File: src/rtl/fpu_pkg.sv
// Shared types and constants for the FPU adder result path.
package fpu_pkg;

  typedef struct packed {
    logic        sign;
    logic [7:0]  exp;
    logic [24:0] man;  // [24] carry, [23] hidden bit
  } fp_unnorm_t;

  typedef struct packed {
    logic        sign;
    logic [7:0]  exp;
    logic [22:0] frac;
  } fp32_t;

  typedef enum logic [2:0] {
    EXC_NONE = 3'd0,
    EXC_QNAN = 3'd1,
    EXC_INF  = 3'd2,
    EXC_ZERO = 3'd3
  } exc_e;

  typedef enum logic [2:0] {
    S_IDLE,
    S_NORM,
    S_ROUND,
    S_PACK,
    S_DONE
  } state_e;

  localparam logic [31:0] QNAN    = 32'h7FC0_0000;
  localparam logic [7:0]  EXP_MAX = 8'hFF;

endpackage

File: src/rtl/fpu_round_rne.sv
// Round-to-nearest-even increment with no sticky bit; renormalises on carry-out.
module fpu_round_rne #(
  parameter int unsigned MAN_W = 25
) (
  input  logic [MAN_W-1:0] man,
  input  logic             guard,
  output logic [MAN_W-1:0] man_rnd,
  output logic             exp_inc
);

  logic [MAN_W-1:0] sum;

  always_comb begin
    sum     = man + {{(MAN_W-1){1'b0}}, guard & man[0]};
    exp_inc = sum[MAN_W-1];
    man_rnd = exp_inc ? (sum >> 1) : sum;
  end

endmodule

File: src/rtl/fpu_norm_pack.sv
// Normalises an unnormalised FPU sum one bit per cycle, rounds RNE and packs an IEEE single.
module fpu_norm_pack
  import fpu_pkg::*;
#(
  parameter int unsigned EXP_W = 8,
  parameter int unsigned MAN_W = 25
) (
  input  logic               clk_i,
  input  logic               rst_i,
  input  logic               in_valid_i,
  output logic               in_ready_o,
  input  logic [EXP_W+MAN_W:0] add_i,
  input  logic [2:0]         exception_i,
  output logic               out_valid_o,
  input  logic               out_ready_i,
  output logic [31:0]        result_o
);

  localparam logic [EXP_W:0] ExpOne = (EXP_W+1)'(1);
  localparam logic [EXP_W:0] ExpSat = (EXP_W+1)'(EXP_MAX);

  fp_unnorm_t in_op;
  exc_e       exc;

  assign in_op = add_i;
  assign exc   = exc_e'(exception_i);

  state_e           state_q;
  logic             in_ready_q;
  logic             out_valid_q;
  logic [31:0]      result_q;
  logic             sign_q;
  logic [EXP_W:0]   exp_q;
  logic [MAN_W-1:0] man_q;
  logic             guard_q;

  logic [MAN_W-1:0] rnd_man;
  logic             rnd_exp_inc;
  logic [31:0]      exc_result;
  fp32_t            pack_result;

  fpu_round_rne #(
    .MAN_W(MAN_W)
  ) u_round (
    .man    (man_q),
    .guard  (guard_q),
    .man_rnd(rnd_man),
    .exp_inc(rnd_exp_inc)
  );

  always_comb begin
    case (exc)
      EXC_INF:  exc_result = {in_op.sign, EXP_MAX, 23'h0};
      EXC_ZERO: exc_result = {in_op.sign, 31'h0};
      default:  exc_result = QNAN;  // reserved codes collapse to QNAN
    endcase
  end

  always_comb begin
    pack_result.sign = sign_q;
    if (exp_q >= ExpSat) begin
      pack_result.exp  = EXP_MAX;
      pack_result.frac = '0;
    end else begin
      pack_result.exp  = exp_q[EXP_W-1:0];
      pack_result.frac = man_q[MAN_W-3:0];
    end
  end

  always_ff @(posedge clk_i) begin
    if (rst_i) begin
      state_q     <= S_IDLE;
      in_ready_q  <= 1'b1;
      out_valid_q <= 1'b0;
      result_q    <= '0;
      sign_q      <= 1'b0;
      exp_q       <= '0;
      man_q       <= '0;
      guard_q     <= 1'b0;
    end else begin
      unique case (state_q)
        S_IDLE: begin
          if (in_valid_i) begin
            in_ready_q <= 1'b0;
            sign_q     <= in_op.sign;
            exp_q      <= (in_op.exp == '0) ? ExpOne : {1'b0, in_op.exp};
            man_q      <= in_op.man;
            guard_q    <= 1'b0;
            if (exc != EXC_NONE) begin
              result_q    <= exc_result;
              out_valid_q <= 1'b1;
              state_q     <= S_DONE;
            end else begin
              state_q <= S_NORM;
            end
          end
        end
        S_NORM: begin
          if (man_q == '0) begin
            sign_q  <= 1'b0;
            exp_q   <= '0;
            state_q <= S_PACK;
          end else if (man_q[MAN_W-1]) begin
            man_q   <= man_q >> 1;
            exp_q   <= exp_q + ExpOne;
            guard_q <= man_q[0];
            state_q <= S_ROUND;
          end else if (man_q[MAN_W-2]) begin
            state_q <= S_PACK;
          end else if (exp_q > ExpOne) begin
            man_q <= man_q << 1;
            exp_q <= exp_q - ExpOne;
          end else begin
            // Denormal: hidden bit still clear at the minimum exponent
            exp_q   <= '0;
            state_q <= S_PACK;
          end
        end
        S_ROUND: begin
          man_q <= rnd_man;
          if (rnd_exp_inc) exp_q <= exp_q + ExpOne;
          state_q <= S_PACK;
        end
        S_PACK: begin
          result_q    <= pack_result;
          out_valid_q <= 1'b1;
          state_q     <= S_DONE;
        end
        S_DONE: begin
          if (out_ready_i) begin
            out_valid_q <= 1'b0;
            in_ready_q  <= 1'b1;
            state_q     <= S_IDLE;
          end
        end
        default: state_q <= S_IDLE;
      endcase
    end
  end

  assign in_ready_o  = in_ready_q;
  assign out_valid_o = out_valid_q;
  assign result_o    = result_q;

endmodule

File: config.mk
export PLATFORM = sky130hd
export DESIGN_NAME = fpu_norm_pack
export DESIGN_NICKNAME = d
export VERILOG_FILES = /design/src/rtl/fpu_pkg.sv /design/src/rtl/fpu_round_rne.sv /design/src/rtl/fpu_norm_pack.sv
export SDC_FILE = /design/constraint.sdc
export NUM_CORES = 1
export LEC_CHECK = 0
export CAP_MARGIN = 0
export CELL_PAD_IN_SITES_DETAIL_PLACEMENT = 0
export CELL_PAD_IN_SITES_GLOBAL_PLACEMENT = 1
export CORE_ASPECT_RATIO = 0.6
export CORE_UTILIZATION = 41
export CTS_BUF_LIST = sky130_fd_sc_hd__clkbuf_16
export CTS_CLUSTER_DIAMETER = 60
export DETAILED_ROUTE_END_ITERATION = 8
export PLACE_DENSITY_LB_ADDON = 0.05
export SYNTH_ARGS = -nofsm -noshare
export SYNTH_HDL_FRONTEND = slang
export SYNTH_SLANG_ARGS = --single-unit
File: constraint.sdc
create_clock -name clk_i -period 3.55 [get_ports clk_i]
set_input_delay 1.065 -clock clk_i [delete_from_list [all_inputs] [get_ports clk_i]]
set_output_delay 1.065 -clock clk_i [all_outputs]
set_load 0.005 [all_outputs]
==> metrics.yaml <==
placement:
  finalWeightedCongestion: 0.970
  place_area_um2: 6300
  portBuffers: 74
  placed_cells: 912
  place_hpwl_mm: 15.3
critical_path:
  endpoint_kind: "flip-flop"
  cp_cell_sequence: "and2_1 > ha_1 > nand3_4 > or4_4 > or3_1 > a21oi_1 > nand2_1 > a311oi_1"
  reg2reg_depth: 8
  crit_fanout: 14
  critPathRequiredTime_ns: 3.79
  timing.rr.end: "man_q[12]$_SDFFE_PP0P_"
  arrival_ns: 3.61
  cp-start-kind: "flip-flop"
  worstSetupPathType: "reg -> reg"
  r2r_slack_ns: 0.19
  startpoint: "guard_q$_SDFFE_PP0P_"
  rr_startpoint: "guard_q$_SDFFE_PP0P_"
  cpPeakStageDelay_ns: 0.67
  critical-path-slowest-cell: "or3_1"
detailed_routing:
  ant_nets: 0
  wl_per_cell_um: 22.8
  drt_wl_total_mm: 21.1
  drt_first_pass_iters: 5
  num_vias: 6174
  drtIter0Drc: 811
  detail_route.vias_per_cell: 6.66
  drc: 0
pwr:
  leakage_nw: 2.20
  power.density_nw_per_um2: 393
  ir_drop_mv: 0.239
final_layout:
  design_area_um2: 6570
  num_antenna_cells: 0
  layout_common_cells: "nor2_1, dfxtp_1, clkdlybuf4s50_1"
  fin_cells: 927
  nets: 804
  final_common_cell: "nor2_1"
  syn2layout_area_growth_pct: 23.3
  drive_above_1_share_pct: 12.3
grt:
  grt_pass1_vias: 5439
  grt_overflow: 0
  grt_usage_pct: 31.8
  antenna_found_initial: 0
  grt_max_degree: 42
  grt_pass1_wl_mm: 32.3
sta:
  fin_setup_tns_ns: 0
  hold_viol: 0
  fin_crit_sh_pct: 94.7
  slew_viol_final: 0
  skew_ns: 0.00741
  setup_violations: 0
  timing.fmax_mhz: 297
  tightest_slew_ns: 0.822
  rsz0062_at_grt: "false"
  slew_headroom_pct: 45.2
  min_period_ns: 3.36
synth:
  syn-num-nets: 748
  synthCells: 702
  avgSynthCellArea_um2: 7.59
  yosysSeqAreaShare_pct: 27.4
  async_reset_ff_share_pct: 0
  yosysWarningCount: 0
  synthDistinctLibCells: 71
  synth_edf_count: 0
  ys_ff_latch: 73
  netlist_area_um2: 5330
  ys.flop_type: "dfxtp_1"
die:
  rows: 31
  ioPinCount: 75
  die-area_um2: 13500
  die_h_um: 90.3
  start_util_pct: 43.0
  die_x_um: 149
  fp.coreArea_um2: 12400
run_status:
  outcome: "complete, no violations"
worst_hold_path:
  hold_path_end: "sign_q$_SDFFE_PP0P_"
  hold_class: "reg -> reg"
  min_from: "sign_q$_SDFFE_PP0P_"
  hold_path_depth: 2
clock_network:
  clkTransAtPathRegs_ns: 0.06
  cts_setup_buffers: 0
  cts_sinks: 73
  tritoncts: "built"
  numCtsBuffers: 9
  clock_latency_ns: 0.35
  root_buffer: "clkbuf_16"
  clockBufferDepth: 2
  cts-resized-gates: 0
  cts_max_level: 3
  cts-hold-fix-buffers: 0
job:
  maxCapViolations: 0
power by group:
part / internal, mW / leakage [nW] / total, mW / switching [mW]
clock: 0.472 / 0.124 / 0.860 / 0.388
sequential: 0.882 / 0.599 / 0.947 / 0.0650
combinational: 0.304 / 1.48 / 0.777 / 0.472
cells by family (layout without fill, tap and decap cells):
family | after synthesis | after routing | share of synthesized area, %
simple gates | 275 | 275 | 27.4
compound gates | 223 | 223 | 30.8
buf+inv | 94 | 154 | 7.78
flops | 73 | 73 | 27.4
xor+xnor | 26 | 26 | 4.28
mux | 6 | 6 | 1.13
fa+ha+maj | 5 | 5 | 1.17
area by class of cell:
class	instances	area (um^2)
clock buffers	9	225
clock inverters	6	45.0
fillers	1159	5800
inverters	14	52.6
multi-input cells	535	3460
flip-flops and latches	73	1460
well taps	165	206
repair buffers	125	1120
worst max-delay path by stage:
stage	depth (start not counted)	slack, ns	endpoint
after floorplan	11	0.73	man_q[16]$_SDFFE_PP0P_
after global placement	8	0.36	man_q[12]$_SDFFE_PP0P_
after detailed placement	8	0.29	man_q[0]$_SDFFE_PP0P_
after CTS	8	0.25	man_q[12]$_SDFFE_PP0P_
after global routing	8	0.1	man_q[12]$_SDFFE_PP0P_
final	8	0.19	man_q[12]$_SDFFE_PP0P_
stage by stage:
| stage | worst slack [ns] | hold WS (ns) | util, % | power, mW |
|---|---|---|---|---|
| 2_1_floorplan | 0.727 | 0.447 | - | 1.41 |
| 3_3_place_gp | 0.357 | 0.463 | 50.9 | 1.70 |
| 3_5_place_dp | 0.290 | 0.471 | 50.9 | 1.71 |
| 4_1_cts | 0.249 | 0.481 | 53.1 | 2.57 |
| 5_1_grt | 0.0993 | 0.518 | 53.1 | 2.69 |
| 6_report | 0.188 | 0.479 | 53.1 | 2.58 |
synth_stat cells (3+ instances only):
cell	count	area [um^2]
nand2_1	36	135
nor3_1	24	120
a221oi_1	13	114
a221o_1	7	70.1
or2_2	3	18.8
a22oi_1	25	188
a41oi_1	3	26.3
and3_1	3	18.8
buf_6	3	33.8
buf_4	8	60.1
a222oi_1	8	80.1
xor2_1	7	61.3
o31ai_1	4	30.0
a2111oi_0	3	26.3
or4_1	3	22.5
nand2b_1	4	25.0
o32ai_1	8	70.1
ha_1	5	62.6
o41ai_1	3	26.3
nand3_1	30	150
xnor2_1	19	166
o21ai_1	6	30.0
clkbuf_1	57	214
a311oi_1	14	123
buf_2	7	35.0
or3_1	8	50.1
o221a_2	9	101
inv_1	14	52.6
a21oi_1	48	240
dfxtp_1	73	1460
mux2i_1	6	60.1
nor2b_1	20	125
nor4_1	14	87.6
nor2_1	84	315
o211ai_1	8	60.1
buf_1	5	18.8
nor3b_1	7	52.6
and2_1	4	25.0
o21ai_0	24	120
a211oi_1	14	105
a31oi_1	5	31.3
nand4_1	14	87.6
sequential cells by signal, indices dropped and copies added (netlist names):
register     cells
exp_q            9
guard_q          1
in_ready_o       1
man_q           25
out_valid_o      1
result_o        32
sign_q           1
state_q          3
worst max-delay path, delay by kind of cell (launching register included):
family	cells	cell delay, ns
flops	1	0.38
fa+ha+maj	1	0.29
simple gates	5	1.74
compound gates	2	0.84
metal layers:
| layer | vias up | wire length, um | GRT usage (%) |
|---|---|---|---|
| met3 | 24 | 3230 | 10.8 |
| li1 | 2777 | - | - |
| met4 | 0 | 233 | 7.06 |
| met1 | 2882 | 10100 | 52.2 |
| met5 | - | 0 | 0 |
| met2 | 491 | 7550 | 36.8 |
(Power assumes the default switching activity.)
